$ cat src/rtl/ram_scan_reader_pkg.sv
// Shared types and defaults for the RAM scan reader.
// State encoding of the scan FSM plus default geometry of the 32x4 RAM.
// Imported by the top and by the dwell counter.
package ram_scan_reader_pkg;

  // Default RAM geometry used by the RAM/display top.
  localparam int unsigned DEF_ADDR_W = 5;
  localparam int unsigned DEF_DATA_W = 4;

  // Scan FSM states.
  typedef enum logic [2:0] {
    ST_IDLE    = 3'd0,
    ST_ISSUE   = 3'd1,
    ST_CAPTURE = 3'd2,
    ST_HOLD    = 3'd3,
    ST_DONE    = 3'd4
  } scan_state_e;

  // Width of a counter able to hold the value DWELL-1 (never below 1 bit).
  function automatic int unsigned dwell_cnt_w(input int unsigned dwell);
    return (dwell > 1) ? $clog2(dwell) : 1;
  endfunction

endpackage

$ cat src/rtl/ram_scan_reader_dwell.sv
// Loadable down-counter that times how long a captured word is held.
// Latency: load/decrement visible one cycle after the edge; zero flag is combinational.
// Backpressure: hold_i freezes the count; clear_i beats load_i beats decrement.
module scan_dwell_counter
  import ram_scan_reader_pkg::*;
#(
  parameter int unsigned CNT_W = 2
) (
  input  logic             clock_i,
  input  logic             resetn_i,
  input  logic             clear_i,
  input  logic             load_i,
  input  logic [CNT_W-1:0] load_val_i,
  input  logic             dec_i,
  input  logic             hold_i,
  output logic             zero_o
);

  logic [CNT_W-1:0] count_q;
  logic [CNT_W-1:0] count_d;

  // Next count: clear, then load, then a decrement that stops at zero.
  always_comb begin
    count_d = count_q;
    if (clear_i) begin
      count_d = '0;
    end else if (load_i) begin
      count_d = load_val_i;
    end else if (dec_i && !hold_i && (count_q != '0)) begin
      count_d = count_q - 1'b1;
    end
  end

  // Count register with synchronous active-low reset.
  always_ff @(posedge clock_i) begin
    if (!resetn_i) begin
      count_q <= '0;
    end else begin
      count_q <= count_d;
    end
  end

  assign zero_o = (count_q == '0);

endmodule

$ cat src/rtl/ram_scan_reader.sv
// Sweeps the 32x4 RAM and presents each captured word with its address.
// Latency: first rd_valid 2 cycles after the start edge, then one capture every DWELL+2 cycles.
// Backpressure: wr_en owns the RAM port and stalls the scan in ISSUE; pause freezes HOLD.
module ram_scan_reader
  import ram_scan_reader_pkg::*;
#(
  parameter int unsigned ADDR_W     = DEF_ADDR_W,
  parameter int unsigned DATA_W     = DEF_DATA_W,
  parameter int unsigned DWELL      = 2,
  parameter int unsigned CONTINUOUS = 0
) (
  input  logic              clock,
  input  logic              resetn,
  input  logic              start,
  input  logic              stop,
  input  logic              pause,
  input  logic              wr_en,
  input  logic [ADDR_W-1:0] wr_address,
  input  logic [DATA_W-1:0] wr_data,
  output logic [ADDR_W-1:0] ram_address,
  output logic              ram_wren,
  output logic [DATA_W-1:0] ram_data,
  input  logic [DATA_W-1:0] ram_q,
  output logic [ADDR_W-1:0] rd_addr,
  output logic [DATA_W-1:0] rd_data,
  output logic              rd_valid,
  output logic              busy,
  output logic              done
);

  localparam int unsigned       CNT_W      = dwell_cnt_w(DWELL);
  localparam logic [CNT_W-1:0]  DWELL_LOAD = CNT_W'(DWELL - 1);
  localparam logic [ADDR_W-1:0] LAST_ADDR  = '1;

  scan_state_e       state_q;
  logic [ADDR_W-1:0] scan_addr_q;
  logic [ADDR_W-1:0] rd_addr_q;
  logic [DATA_W-1:0] rd_data_q;
  logic              rd_valid_q;
  logic              busy_q;
  logic              done_q;

  logic              dwell_load;
  logic              dwell_dec;
  logic              dwell_zero;

  // The user write path always owns the RAM port; the scan address is only
  // presented when no write is pending.
  assign ram_address = wr_en ? wr_address : scan_addr_q;
  assign ram_wren    = wr_en;
  assign ram_data    = wr_data;

  // Dwell is armed on the capture cycle and counted down only in HOLD.
  // stop clears it so an aborted sweep never leaves a stale count behind.
  assign dwell_load = (state_q == ST_CAPTURE);
  assign dwell_dec  = (state_q == ST_HOLD);

  scan_dwell_counter #(
    .CNT_W (CNT_W)
  ) u_dwell (
    .clock_i    (clock),
    .resetn_i   (resetn),
    .clear_i    (stop),
    .load_i     (dwell_load),
    .load_val_i (DWELL_LOAD),
    .dec_i      (dwell_dec),
    .hold_i     (pause),
    .zero_o     (dwell_zero)
  );

  // Scan FSM with address counter and registered read-side outputs.
  always_ff @(posedge clock) begin
    if (!resetn) begin
      state_q     <= ST_IDLE;
      scan_addr_q <= '0;
      rd_addr_q   <= '0;
      rd_data_q   <= '0;
      rd_valid_q  <= 1'b0;
      busy_q      <= 1'b0;
      done_q      <= 1'b0;
    end else begin
      rd_valid_q <= 1'b0;
      if (stop) begin
        // Abort wins over everything, including a capture in flight and start.
        state_q <= ST_IDLE;
        busy_q  <= 1'b0;
        done_q  <= 1'b0;
      end else begin
        case (state_q)
          ST_IDLE, ST_DONE: begin
            if (start) begin
              state_q     <= ST_ISSUE;
              scan_addr_q <= '0;
              busy_q      <= 1'b1;
              done_q      <= 1'b0;
            end
          end
          ST_ISSUE: begin
            // The RAM latches scan_addr on the edge that leaves ISSUE, so only
            // leave when the write path is not using the port.
            if (!wr_en) begin
              state_q <= ST_CAPTURE;
            end
          end
          ST_CAPTURE: begin
            // ram_q now reflects scan_addr; a write arriving this cycle only
            // changes the address latched for the next read.
            rd_data_q  <= ram_q;
            rd_addr_q  <= scan_addr_q;
            rd_valid_q <= 1'b1;
            state_q    <= ST_HOLD;
          end
          ST_HOLD: begin
            if (!pause && dwell_zero) begin
              if (scan_addr_q != LAST_ADDR) begin
                scan_addr_q <= scan_addr_q + 1'b1;
                state_q     <= ST_ISSUE;
              end else if (CONTINUOUS != 0) begin
                scan_addr_q <= '0;
                state_q     <= ST_ISSUE;
              end else begin
                state_q <= ST_DONE;
                busy_q  <= 1'b0;
                done_q  <= 1'b1;
              end
            end
          end
          default: begin
            state_q <= ST_IDLE;
            busy_q  <= 1'b0;
            done_q  <= 1'b0;
          end
        endcase
      end
    end
  end

  assign rd_addr  = rd_addr_q;
  assign rd_data  = rd_data_q;
  assign rd_valid = rd_valid_q;
  assign busy     = busy_q;
  assign done     = done_q;

endmodule

$ cat config.mk
export PLATFORM = sky130hd
export DESIGN_NAME = ram_scan_reader
export DESIGN_NICKNAME = d
export VERILOG_FILES = /design/src/rtl/ram_scan_reader_pkg.sv /design/src/rtl/ram_scan_reader_dwell.sv /design/src/rtl/ram_scan_reader.sv
export SDC_FILE = /design/constraint.sdc
export NUM_CORES = 1
export LEC_CHECK = 0
export ABC_AREA = 1
export BUFFER_PORTS_ARGS = -buffer_cell sky130_fd_sc_hd__buf_2
export CAP_MARGIN = 15
export CORE_MARGIN = 4
export CORE_UTILIZATION = 48
export DETAILED_ROUTE_END_ITERATION = 10
export PLACE_DENSITY = 0.78
export SLEW_MARGIN = 5
export SYNTH_ARGS = -nofsm -noshare
export SYNTH_HDL_FRONTEND = slang
export SYNTH_SLANG_ARGS = --single-unit
export TNS_END_PERCENT = 10
$ cat constraint.sdc
create_clock -name clock -period 1.9 [get_ports clock]
set_input_delay 0.38 -clock clock [delete_from_list [all_inputs] [get_ports clock]]
set_output_delay 0.38 -clock clock [all_outputs]
set_load 0.1 [all_outputs]
## After elaboration in Yosys (flattened, before gate mapping)

Index checks and enable logic that the tools add are counted.

- Add/sub/neg operators: 2
- Eq/ne operators: 10
- Multiplexer cells: 21
- Bitwise logic cells: 4
- Reductions and logical operators: 14

Operators with widths:

| cell | count |
|---|---|
| 2-to-1 mux 5 bit | 4 |
| 2-to-1 mux 3 bit | 4 |
| case mux 3 bit (4 select lines) | 1 |
| inequality test 2 bit, second input constant | 5 |
| case mux 5 bit (2 select lines) | 1 |
| 2-to-1 mux 1 bit | 9 |
| == test 3 x 2 -> 1 bit, second input constant | 2 |
| case mux 1 bit (3 select lines) | 2 |
| OR reduction 2 bit | 3 |
| adder 5 x 1 -> 5 bit, second input constant | 1 |
| inequality test 5 bit, second input constant | 1 |
| AND reduction 5 bit | 1 |
| NOT 1 bit | 4 |
| AND reduction 4 bit | 1 |
| nonzero test 2 bit | 2 |
| == test 3 x 1 -> 1 bit, second input constant | 1 |
| == test 3 bit, second input constant | 1 |
| logical AND 1 bit | 3 |
| zero test 3 bit | 1 |
| AND reduction 3 bit | 1 |
| AND reduction 2 bit | 1 |
| zero test 1 bit | 1 |
| subtractor 1 bit, second input constant | 1 |

- Register bits: 21
- Output and inout bits: 22
- Logic and storage cells: 59

## Logic depth before layout (Yosys ltp)

- Word-level depth: 5
- Gate-level depth with buffers: 10
- Mapped depth without buffers: 10

## Modules after synthesis

A second synthesis with hierarchy kept.

- Cell total of the unflattened synthesis: 165
- Area, all modules: 1132.3 um^2

By module, submodules not included:

| module | times used | cells each | area an instance (um^2) | seq. area each (um^2) |
|---|---|---|---|---|
| ram_scan_reader | 1 | 153 | 1063.5 | 400.4 |
| scan_dwell_counter | 1 | 12 | 68.8 | 20.0 |

## Worst setup path before layout

No wires, ideal clock.

- Path kind: input to output
- Start point: input wr_en
- End point: output ram_address[0]
- Arrival time: 2.650 ns
- Required time: 1.520 ns
- Slack: -1.130 ns
- Cell stages on the path: 2
- Buffers on the path: 1
- Path through: buf_2 > o21ai_0

- Word-level cells in the longest chain between the ends: 1

RTL lines:

| item | RTL line | source |
|---|---|---|
| start: declaration | ram_scan_reader.sv:17 | `input logic wr_en,` |
| 2-to-1 mux 5 bit | ram_scan_reader.sv:49 | `assign ram_address = wr_en ? wr_address : scan_addr_q;` |
| end: declaration | ram_scan_reader.sv:20 | `output logic [ADDR_W-1:0] ram_address,` |

Every way passes these cells.

## Worst setup path after layout

- Start point: register scan_addr_q[2]
- End point: output ram_address[2]

- Word-level cells in the longest chain between the ends: 1

RTL lines:

| item | RTL line | source |
|---|---|---|
| start: declaration | ram_scan_reader.sv:36 | `logic [ADDR_W-1:0] scan_addr_q;` |
| start signal: assignment | ram_scan_reader.sv:116 | `scan_addr_q <= scan_addr_q + 1'b1;` |
| 2-to-1 mux 5 bit | ram_scan_reader.sv:49 |  |

Every way passes these cells.

==> results by group <==
Routing
  – Antenna-violating nets left: 0
  – # DRC: 0
  – Via count: around 1.1k
  – Count of TritonRoute iterations in the first routing pass: 5
  – Final wirelength: 2450 um
  – Vias per cell: 4.86
  – DR iter-0 viols: 32
  – WL/cell: 11.1 um

Final layout
  – FF+latch area: 420 um2
  – Post-route insts no fill: 221
  – ANT cells: 0
  – Final #Nets: 215
  – Number of fillers in the final layout: 232
  – Layout area overhead: 16.6%
  – Proportion of layout cells with a drive suffix above 1: 25.4%
  – Multi-input gate area: 572 um2
  – Post-route cell area: about 1300 um2
  – Fin util: between 50% and 60%

Timing
  – Post-route setup slack: 0.106 ns
  – Worst-Margin Slew: between 0.4 and 0.5 ns
  – # setup viols final: 0
  – Final period utilization: between 90% and 100%
  – Final Hold Vio Count: 0
  – Fmax: 557 MHz
  – RSZ-0062 raised after global routing: no
  – Max Slew Vio Count: 0
  – Rel. slew slack: 67.4%
  – Tmin final: 1.79 ns
  – Skew final: 0.0116 ns

Clocking
  – Root buffer cell: clkbuf_4
  – Clock Pin Slew Worst Setup and Hold Paths: 0.13 ns
  – Setup bufs post-CTS: 0
  – Post-CTS sizing: 0
  – CTS buffer count: 3
  – Clock Latency Late Sink: 0.31 ns
  – # H-tree levels: 1
  – CTS tree: built
  – Max Root-Sink Buffers: 2
  – Hold-fix buffers, CTS: 0
  – Clk sinks: 21

Floorplanning
  – Chip Width: 56.4 um
  – Io pins: 41
  – Core region area: 2210 um2
  – Starting Density: 50.8%
  – Die H: 56.4 um
  – Die Area: 3180 um2
  – Core Rows: 17

Run status
  – Outcome: complete, no violations

Hold path
  – Hold Crit Class: in2reg

GRT
  – GR Util All Layers: 16.6%
  – Largest net degree at the start of global routing: 15
  – Global-route wire length before repair: ~4400 um
  – Initial antenna violation count: 0
  – GRT overflow: 0
  – Vias in the first global route: about 990

Critical path
  – Crit path capture type: output port
  – Critical path type: reg2out
  – CP Max Fanout: 6
  – CP required: 1.52 ns
  – Startpoint Class: flip-flop
  – Crit path arrival time: 1.41 ns

Place
  – DP Wirelength: 1930 um
  – Port bufs: 32
  – Placed Area: around 1300 um2
  – Post-placement setup slack: 0.346 ns
  – Placed insts: 217
  – GP Congestion: 0.831

Synthesis
  – Sequential share of the synthesized area: 37.4%
  – Post-synth ARST share: 0%
  – Syn. warnings: 0
  – Synth Flop Type: dfxtp_1
  – Yosys reg bits: 21
  – Post-synthesis area per instance: 6.90 um2
  – Most common cell in the netlist: nor2_1
  – Distinct cells, synth: 24
  – Synth top area cells: dfxtp_1, nor2_1, nand2_1, inv_1, o21ai_0
  – Syn Inst Count: 163
  – Yosys top cell area share: between 30% and 40%
  – Synth cell count leaders: nor2_1, nand2_1, dfxtp_1
  – Syn_nets: 184
  – Post-synth EDFFs: 0
  – Area leader, netlist: dfxtp_1
  – Post-synthesis instance area: 1120 um2

Power and ir drop
  – Total Power: about 1000 uW
  – Pleak: roughly 0.00067 uW
  – Max VDD drop: 455 uV
  – Pwr per Cell Area: 773 nW/um2

Run
  – MaxCap Viol Count: 0
-- cells by family after synthesis --
logic type / count (synthesis) / synth area share [%]
fa+ha+maj: 2 / 2.22
xor+xnor: 1 / 0.779
compound gates: 25 / 12.5
buf+inv: 29 / 11.8
simple gates: 85 / 35.4
flops: 21 / 37.4
-- cell usage in the layout (no fill, tap or decap), types with 2 or more instances in the layout --
master and instances:
a21oi_1 10, buf_2 32, buf_4 2, clkbuf_4 3
dfxtp_1 21, ha_1 2, inv_1 20, nand2_1 32
nand2_4 2, nand3_1 8, nor2_1 35, nor2_2 2
o21ai_0 9, o21ai_1 3
-- power breakdown --
| group | total (uW) | leakage, uW | switching, uW | internal (uW) |
|---|---|---|---|---|
| Combinational | 314 | 0.000484 | 244 | 69.6 |
| Clock | 222 | 0.0000139 | 142 | 80.2 |
| Sequential | 478 | 0.000171 | 16.5 | 462 |
| Total | 1010 | 0.000669 | 402 | 612 |
-- critical path, stage by stage, from the launching register on --
cell,delay (ns)
dfxtp_1,0.45
inv_1,0.09
o21ai_1,0.12
buf_2,0.44
-- flip-flops by register name (all words and copies together), names as in the netlist --
name,cells
scan_addr_q,5
rd_addr,5
state_q,3
busy,1
rd_valid,1
rd_data,4
u_dwell.count_q,1
done,1
-- path summary, 6_finish.rpt --
kind | from | to | slack (ns) | depth (start not counted)
worst max-delay path | scan_addr_q[2] | ram_address[2] | 0.11 | 3
worst min-delay path | ram_q[0] | rd_data[0] | 0.28 | 3
worst min register to register | u_dwell.count_q | u_dwell.count_q | 0.50 | 2
worst max register to register | scan_addr_q[0] | scan_addr_q[4] | 0.34 | 9
-- cell type report --
class | instances | area share, %
multi-input combinational | 113 | 43.6
timing repair buffer | 34 | 13.4
tap | 28 | 2.67
clock buffer | 3 | 1.72
inverter | 21 | 6.01
clock inverter | 1 | 0.573
sequential | 21 | 32.1
-- through the flow --
stage	hold slack [ns]	setup TNS, ns
4_1_cts	0.280	0
2_1_floorplan	0.454	-1.12
5_1_grt	0.292	0
3_5_place_dp	0.487	0
3_3_place_gp	0.469	0
6_report	0.284	0
-- routing by layer --
metal  track usage (%)  routed length [um]
met5                 0                   0
met4              5.08                  33
met3              2.76                 184
met2              29.2                1220
met1              20.5                1010
(Power assumes the default switching activity.)
